### src/rtl/pll_ctrl.sv
// PLL sequencer: programs multiplier, qualifies lock, gates the PLL-clocked reset.
// Optional PLLCTL_RELOCK_CNT_EN adds a saturating loss-of-lock counter port.
module pll_ctrl #(
    parameter int unsigned INIT_MUL      = 2,
    parameter int unsigned MUL_MAX       = 16,
    parameter int unsigned LOCK_BLANK    = 4,
    parameter int unsigned LOCK_TIMEOUT  = 1024,
    parameter int unsigned SETTLE_CYCLES = 16,
    parameter int unsigned SWITCH_CYCLES = 2
) (
    input  logic       clock,
    input  logic       reset,
    input  logic       io_req_valid,
    output logic       io_req_ready,
    input  logic [7:0] io_req_mul,
    input  logic       io_pll_lock,
    output logic       io_pll_bypass,
    output logic [7:0] io_pll_mul,
    output logic       io_core_reset,
    output logic       io_busy,
    output logic [7:0] io_cur_mul,
`ifdef PLLCTL_RELOCK_CNT_EN
    output logic [7:0] io_relock_cnt,
`endif
    output logic [1:0] io_err
);

    localparam int CW = 16;
    localparam int TW = $clog2(LOCK_TIMEOUT + 1);

    typedef enum logic [2:0] {
        S_RUN,
        S_BYPASS,
        S_PROGRAM,
        S_BLANK,
        S_WAIT_LOCK,
        S_SETTLE,
        S_UNBYPASS,
        S_FAIL
    } state_e;

    state_e      state_q, state_d;
    logic        bypass_q, bypass_d;
    logic [7:0]  pll_mul_q, pll_mul_d;
    logic        core_rst_q, core_rst_d;
    logic [7:0]  cur_mul_q, cur_mul_d;
    logic [1:0]  err_q, err_d;
    logic [7:0]  new_mul_q, new_mul_d;
    logic [CW-1:0] cnt_q, cnt_d;
    logic [TW-1:0] timer_q, timer_d;
    logic        ready_q, ready_d;
    logic        busy_q, busy_d;
    logic        sync1_q, sync2_q;

    logic lock_s;
    logic take;
    logic req_bad;

    assign lock_s  = sync2_q;
    assign take    = io_req_valid & ready_q;
    assign req_bad = (io_req_mul == 8'd0) || (io_req_mul > 8'(MUL_MAX));

    always_comb begin
        state_d    = state_q;
        bypass_d   = bypass_q;
        pll_mul_d  = pll_mul_q;
        core_rst_d = core_rst_q;
        cur_mul_d  = cur_mul_q;
        err_d      = err_q;
        new_mul_d  = new_mul_q;
        cnt_d      = cnt_q;
        timer_d    = timer_q;

        unique case (state_q)
            S_RUN: begin
                if (!lock_s) begin
                    // loss of lock wins over any request this cycle
                    state_d    = S_BLANK;
                    core_rst_d = 1'b1;
                    bypass_d   = 1'b1;
                    cnt_d      = '0;
                end else if (take && io_req_mul != pll_mul_q) begin
                    if (req_bad) begin
                        err_d[1] = 1'b1;
                    end else begin
                        new_mul_d  = io_req_mul;
                        err_d      = 2'b00;
                        core_rst_d = 1'b1;
                        state_d    = S_BYPASS;
                    end
                end
            end
            S_BYPASS: begin
                bypass_d = 1'b1;
                state_d  = S_PROGRAM;
            end
            S_PROGRAM: begin
                pll_mul_d = new_mul_q;
                cnt_d     = '0;
                state_d   = S_BLANK;
            end
            S_BLANK: begin
                if (cnt_q == CW'(LOCK_BLANK - 1)) begin
                    cnt_d   = '0;
                    timer_d = '0;
                    state_d = S_WAIT_LOCK;
                end else begin
                    cnt_d = cnt_q + 1'b1;
                end
            end
            S_WAIT_LOCK: begin
                if (lock_s) begin
                    cnt_d   = '0;
                    state_d = S_SETTLE;
                end else if (timer_q == TW'(LOCK_TIMEOUT - 1)) begin
                    err_d[0]   = 1'b1;
                    bypass_d   = 1'b1;
                    core_rst_d = 1'b0;
                    state_d    = S_FAIL;
                end else begin
                    timer_d = timer_q + 1'b1;
                end
            end
            S_SETTLE: begin
                // timer keeps running across lock glitches
                if (!lock_s) begin
                    state_d = S_WAIT_LOCK;
                end else if (cnt_q == CW'(SETTLE_CYCLES - 1)) begin
                    cnt_d     = '0;
                    bypass_d  = 1'b0;
                    cur_mul_d = pll_mul_q;
                    state_d   = S_UNBYPASS;
                end else begin
                    cnt_d = cnt_q + 1'b1;
                end
            end
            S_UNBYPASS: begin
                if (cnt_q == CW'(SWITCH_CYCLES - 1)) begin
                    cnt_d      = '0;
                    core_rst_d = 1'b0;
                    state_d    = S_RUN;
                end else begin
                    cnt_d = cnt_q + 1'b1;
                end
            end
            S_FAIL: begin
                if (take) begin
                    if (req_bad) begin
                        err_d[1] = 1'b1;
                    end else begin
                        new_mul_d  = io_req_mul;
                        err_d      = 2'b00;
                        core_rst_d = 1'b1;
                        state_d    = S_BYPASS;
                    end
                end
            end
            default: state_d = S_BLANK;
        endcase

        ready_d = (state_d == S_RUN) || (state_d == S_FAIL);
        busy_d  = !ready_d;
    end

    always_ff @(posedge clock or posedge reset) begin
        if (reset) begin
            state_q    <= S_BLANK;
            bypass_q   <= 1'b1;
            pll_mul_q  <= 8'(INIT_MUL);
            core_rst_q <= 1'b1;
            cur_mul_q  <= 8'(INIT_MUL);
            err_q      <= 2'b00;
            new_mul_q  <= 8'(INIT_MUL);
            cnt_q      <= '0;
            timer_q    <= '0;
            ready_q    <= 1'b0;
            busy_q     <= 1'b1;
            sync1_q    <= 1'b0;
            sync2_q    <= 1'b0;
        end else begin
            state_q    <= state_d;
            bypass_q   <= bypass_d;
            pll_mul_q  <= pll_mul_d;
            core_rst_q <= core_rst_d;
            cur_mul_q  <= cur_mul_d;
            err_q      <= err_d;
            new_mul_q  <= new_mul_d;
            cnt_q      <= cnt_d;
            timer_q    <= timer_d;
            ready_q    <= ready_d;
            busy_q     <= busy_d;
            sync1_q    <= io_pll_lock;
            sync2_q    <= sync1_q;
        end
    end

`ifdef PLLCTL_RELOCK_CNT_EN
    logic [7:0] relock_q, relock_d;

    always_comb begin
        relock_d = relock_q;
        if (state_q == S_RUN && !lock_s && relock_q != 8'hFF) begin
            relock_d = relock_q + 8'd1;
        end
    end

    always_ff @(posedge clock or posedge reset) begin
        if (reset) begin
            relock_q <= 8'd0;
        end else begin
            relock_q <= relock_d;
        end
    end

    assign io_relock_cnt = relock_q;
`endif

    assign io_req_ready  = ready_q;
    assign io_busy       = busy_q;
    assign io_pll_bypass = bypass_q;
    assign io_pll_mul    = pll_mul_q;
    assign io_core_reset = core_rst_q;
    assign io_cur_mul    = cur_mul_q;
    assign io_err        = err_q;

endmodule

### config.mk
export PLATFORM = sky130hd
export DESIGN_NAME = pll_ctrl
export DESIGN_NICKNAME = d
export VERILOG_FILES = /design/src/rtl/pll_ctrl.sv
export SDC_FILE = /design/constraint.sdc
export NUM_CORES = 1
export LEC_CHECK = 0
export ABC_AREA = 1
export CAP_MARGIN = 20
export CORE_MARGIN = 8
export CORE_UTILIZATION = 55
export DETAILED_ROUTE_END_ITERATION = 8
export PLACE_DENSITY = 0.77
export SLEW_MARGIN = 20
export SYNTH_ARGS = -nofsm -noshare
export SYNTH_HDL_FRONTEND = slang
export SYNTH_SLANG_ARGS = --single-unit
export TNS_END_PERCENT = 1
### constraint.sdc
create_clock -name clock -period 2.1 [get_ports clock]
set_clock_uncertainty 0.15 [all_clocks]
set_input_delay 0.21 -clock clock [delete_from_list [all_inputs] [get_ports clock]]
set_output_delay 0.21 -clock clock [all_outputs]
set_load 0.005 [all_outputs]
==> impl_metrics.yaml <==
timing:
  drv_slew: 0
  finalCritPeriodShare_pct: 93.4
  slew_headroom_pct: 72.1
  fmax_mhz: 510
  tightest_slew_ns: 0.416
  fin_tns_setup_ns: 0
  finalSetupViolCount: 0
  report.final.hold_viol_count: 0
  finalCriticalPeriod_ns: 1.96
  rsz0062_at_grt: "false"
finish:
  syn2layout_area_growth_pct: 21.8
  multi_input_area_um2: 1860
  drive_gt1_share_pct: 17.2
  nets: 563
  diodes: 0
  final_common_cell: "nand2_1"
  final_cell_mix: "nand2_1 (148), inv_1 (54), dfrtp_1 (52)"
  seqCellArea_um2: 1560
  fill_cells: 567
floorplanning:
  die_area_um2: 9650
  start_util_pct: 55.6
  ios: 34
  die_x_um: 98.2
  rows: 30
  die_y_um: 98.2
  coreArea_um2: 6680
synth:
  syn_nets: 503
  synth_area_um2: 3720
  synth_seq_cells: 62
  syn_inst: 488
  ys_warn_count: 0
  yosysSeqAreaShare_pct: 42.0
  synth.avg_cell_area_um2: 7.62
  synth_cell_type_count: 46
grt:
  groute.usage.overall_pct: 19.3
  grt_overflow: 0
  antenna_found_initial: 0
  grt_max_degree: 63
  grt_pass1_vias: 3261
  grt_pass1_wl_um: 15300
clocking:
  cts_root_buffer: "clkbuf_8"
  clock_latency_ns: 0.34
  path_clk_slew_ns: 0.07
  cts_max_path_buffers: 2
  cts_sinks: 62
  cts_tree: "yes"
  cts_buffers: 9
  cts-htree-levels: 3
route:
  drc: 0
  first_iter_violations: 192
  routed_wl_um: 8920
  via_count: 3427
  detail-route-antenna-nets: 0
  first_pass_iters: 5
  viasPerCell: 5.41
  wl_per_cell_um: 14.1
worst_setup_path:
  crit_arrival_ns: 2.08
  crit_start: "state_q[1]"
  r2r-end: "cnt_q[0]"
  required_ns: 2.22
  crit_end: "cnt_q[0]"
  rr_worst_depth: 9
  crit_fanout: 11
  crit_path_start_kind: "flop"
  crit_type: "reg -> reg"
  regToRegSetupSlack_ns: 0.14
  r2r-start: "state_q[1]"
  end_kind: "flop"
worst_hold_path:
  worst_hold_path_type: "in -> async"
pwr:
  p_total_uw: 5110
  peakVddDrop_mv: 0.993
  power_density_nw_per_um2: 1130
  leakagePower_uw: 0.00214
placement:
  gp_congestion: 0.923
  hpwlAfterDp_um: 6660
  numPortBuffers: 33
status:
  status: "completed"
flow_run:
  drv_cap: 0
## synthesized netlist by cell type (all sizes together)
master    n  area (um^2)
a22oi     1         12.5
nor3     17          106
o22ai     3         31.3
ha        3         37.5
nand2   156          626
o311ai    7         61.3
nand4    15          100
o21a      1         7.51
nor4      2         12.5
nor2     50          259
a21oi     9         48.8
o211ai    1         7.51
clkinv    1         8.76
nand3    34          193
buf       7         52.5
inv      64          243
clkbuf    2         7.51
nand3b    2         15.0
dfstp     8          210
xor2      7         61.3
o21ai    33          169
xnor2     7         61.3
dfrtp    54         1350
or2       2         15.0
nor3b     2         20.0
## flip-flops by register name, indices dropped and copies added (netlist names)
signal	count
lock_s	1
new_mul_q	8
io_err	2
io_req_ready	1
io_core_reset	1
io_pll_mul	8
io_cur_mul	8
io_busy	1
io_pll_bypass	1
cnt_q	16
timer_q	11
sync1_q	1
state_q	3
## cell type report
type                       count  share of cell area, %
multi-input combinational    352                   41.0
inverter                      65                   5.55
sequential                    62                   34.5
timing repair buffer          58                   11.7
tap                           80                   2.21
clock inverter                 3                   1.49
clock buffer                  13                   3.51
## timing repair
action,in CTS,in global routing
endpoints found under the setup margin,0,5
buffers inserted,0,4
gates resized for setup,0,4
hold buffers,0,0
## logic make-up after synthesis
family	synth area share, %
and+or+nand+nor	36.2
buffers and inverters	8.38
DFF	42.0
AOI/OAI and AO/OA	9.09
xor gates and xnor gates	3.30
adders and majority gates	1.01
## worst min path at each step
stage | endpoint | start | depth (start not counted) | slack, ns
6_report | cnt_q[8] | reset | 3 | 0.10
5_1_grt | io_cur_mul[3] | reset | 3 | 0.13
4_1_cts | cnt_q[8] | reset | 3 | 0.11
3_5_place_dp | lock_s | sync1_q | 0 | 0.18
3_3_place_gp | lock_s | sync1_q | 0 | 0.18
2_1_floorplan | sync1_q | io_pll_lock | 0 | 0.09
## worst max-delay path, cell delays in order (launching register included)
cell     delay (ns)
dfstp_2        0.60
inv_2          0.11
nand2_1        0.10
nor2_1         0.08
nor3_4         0.22
nand2_4        0.15
inv_2          0.16
buf_4          0.16
nand2_4        0.07
o21ai_2        0.10
## where the power goes
| part | leakage (uW) | internal (uW) | switching, uW | total, uW |
|---|---|---|---|---|
| Clock | 0.000110 | 735 | 471 | 1210 |
| Combinational | 0.00122 | 899 | 1370 | 2270 |
| Sequential | 0.000818 | 1440 | 199 | 1640 |
## stage by stage
step	hold slack [ns]	util (%)	cells	setup slack, ns	area [um^2]
after floorplan	0.0914	-	488	0.212	3720
after global placement	0.184	63.7	613	0.0915	4260
after detailed placement	0.185	63.7	613	0.0508	4260
after CTS	0.114	67.1	629	0.0978	4480
after global routing	0.135	67.8	633	0.00242	4530
final	0.103	67.8	633	0.140	4530
## layer usage
layer | GRT usage [%] | wire length [um]
met1 | 25.7 | 4250
met4 | 5.90 | 91
met5 | 0 | 0
met3 | 4.34 | 387
met2 | 30.7 | 4190
Power figures use the tool's default switching activity.
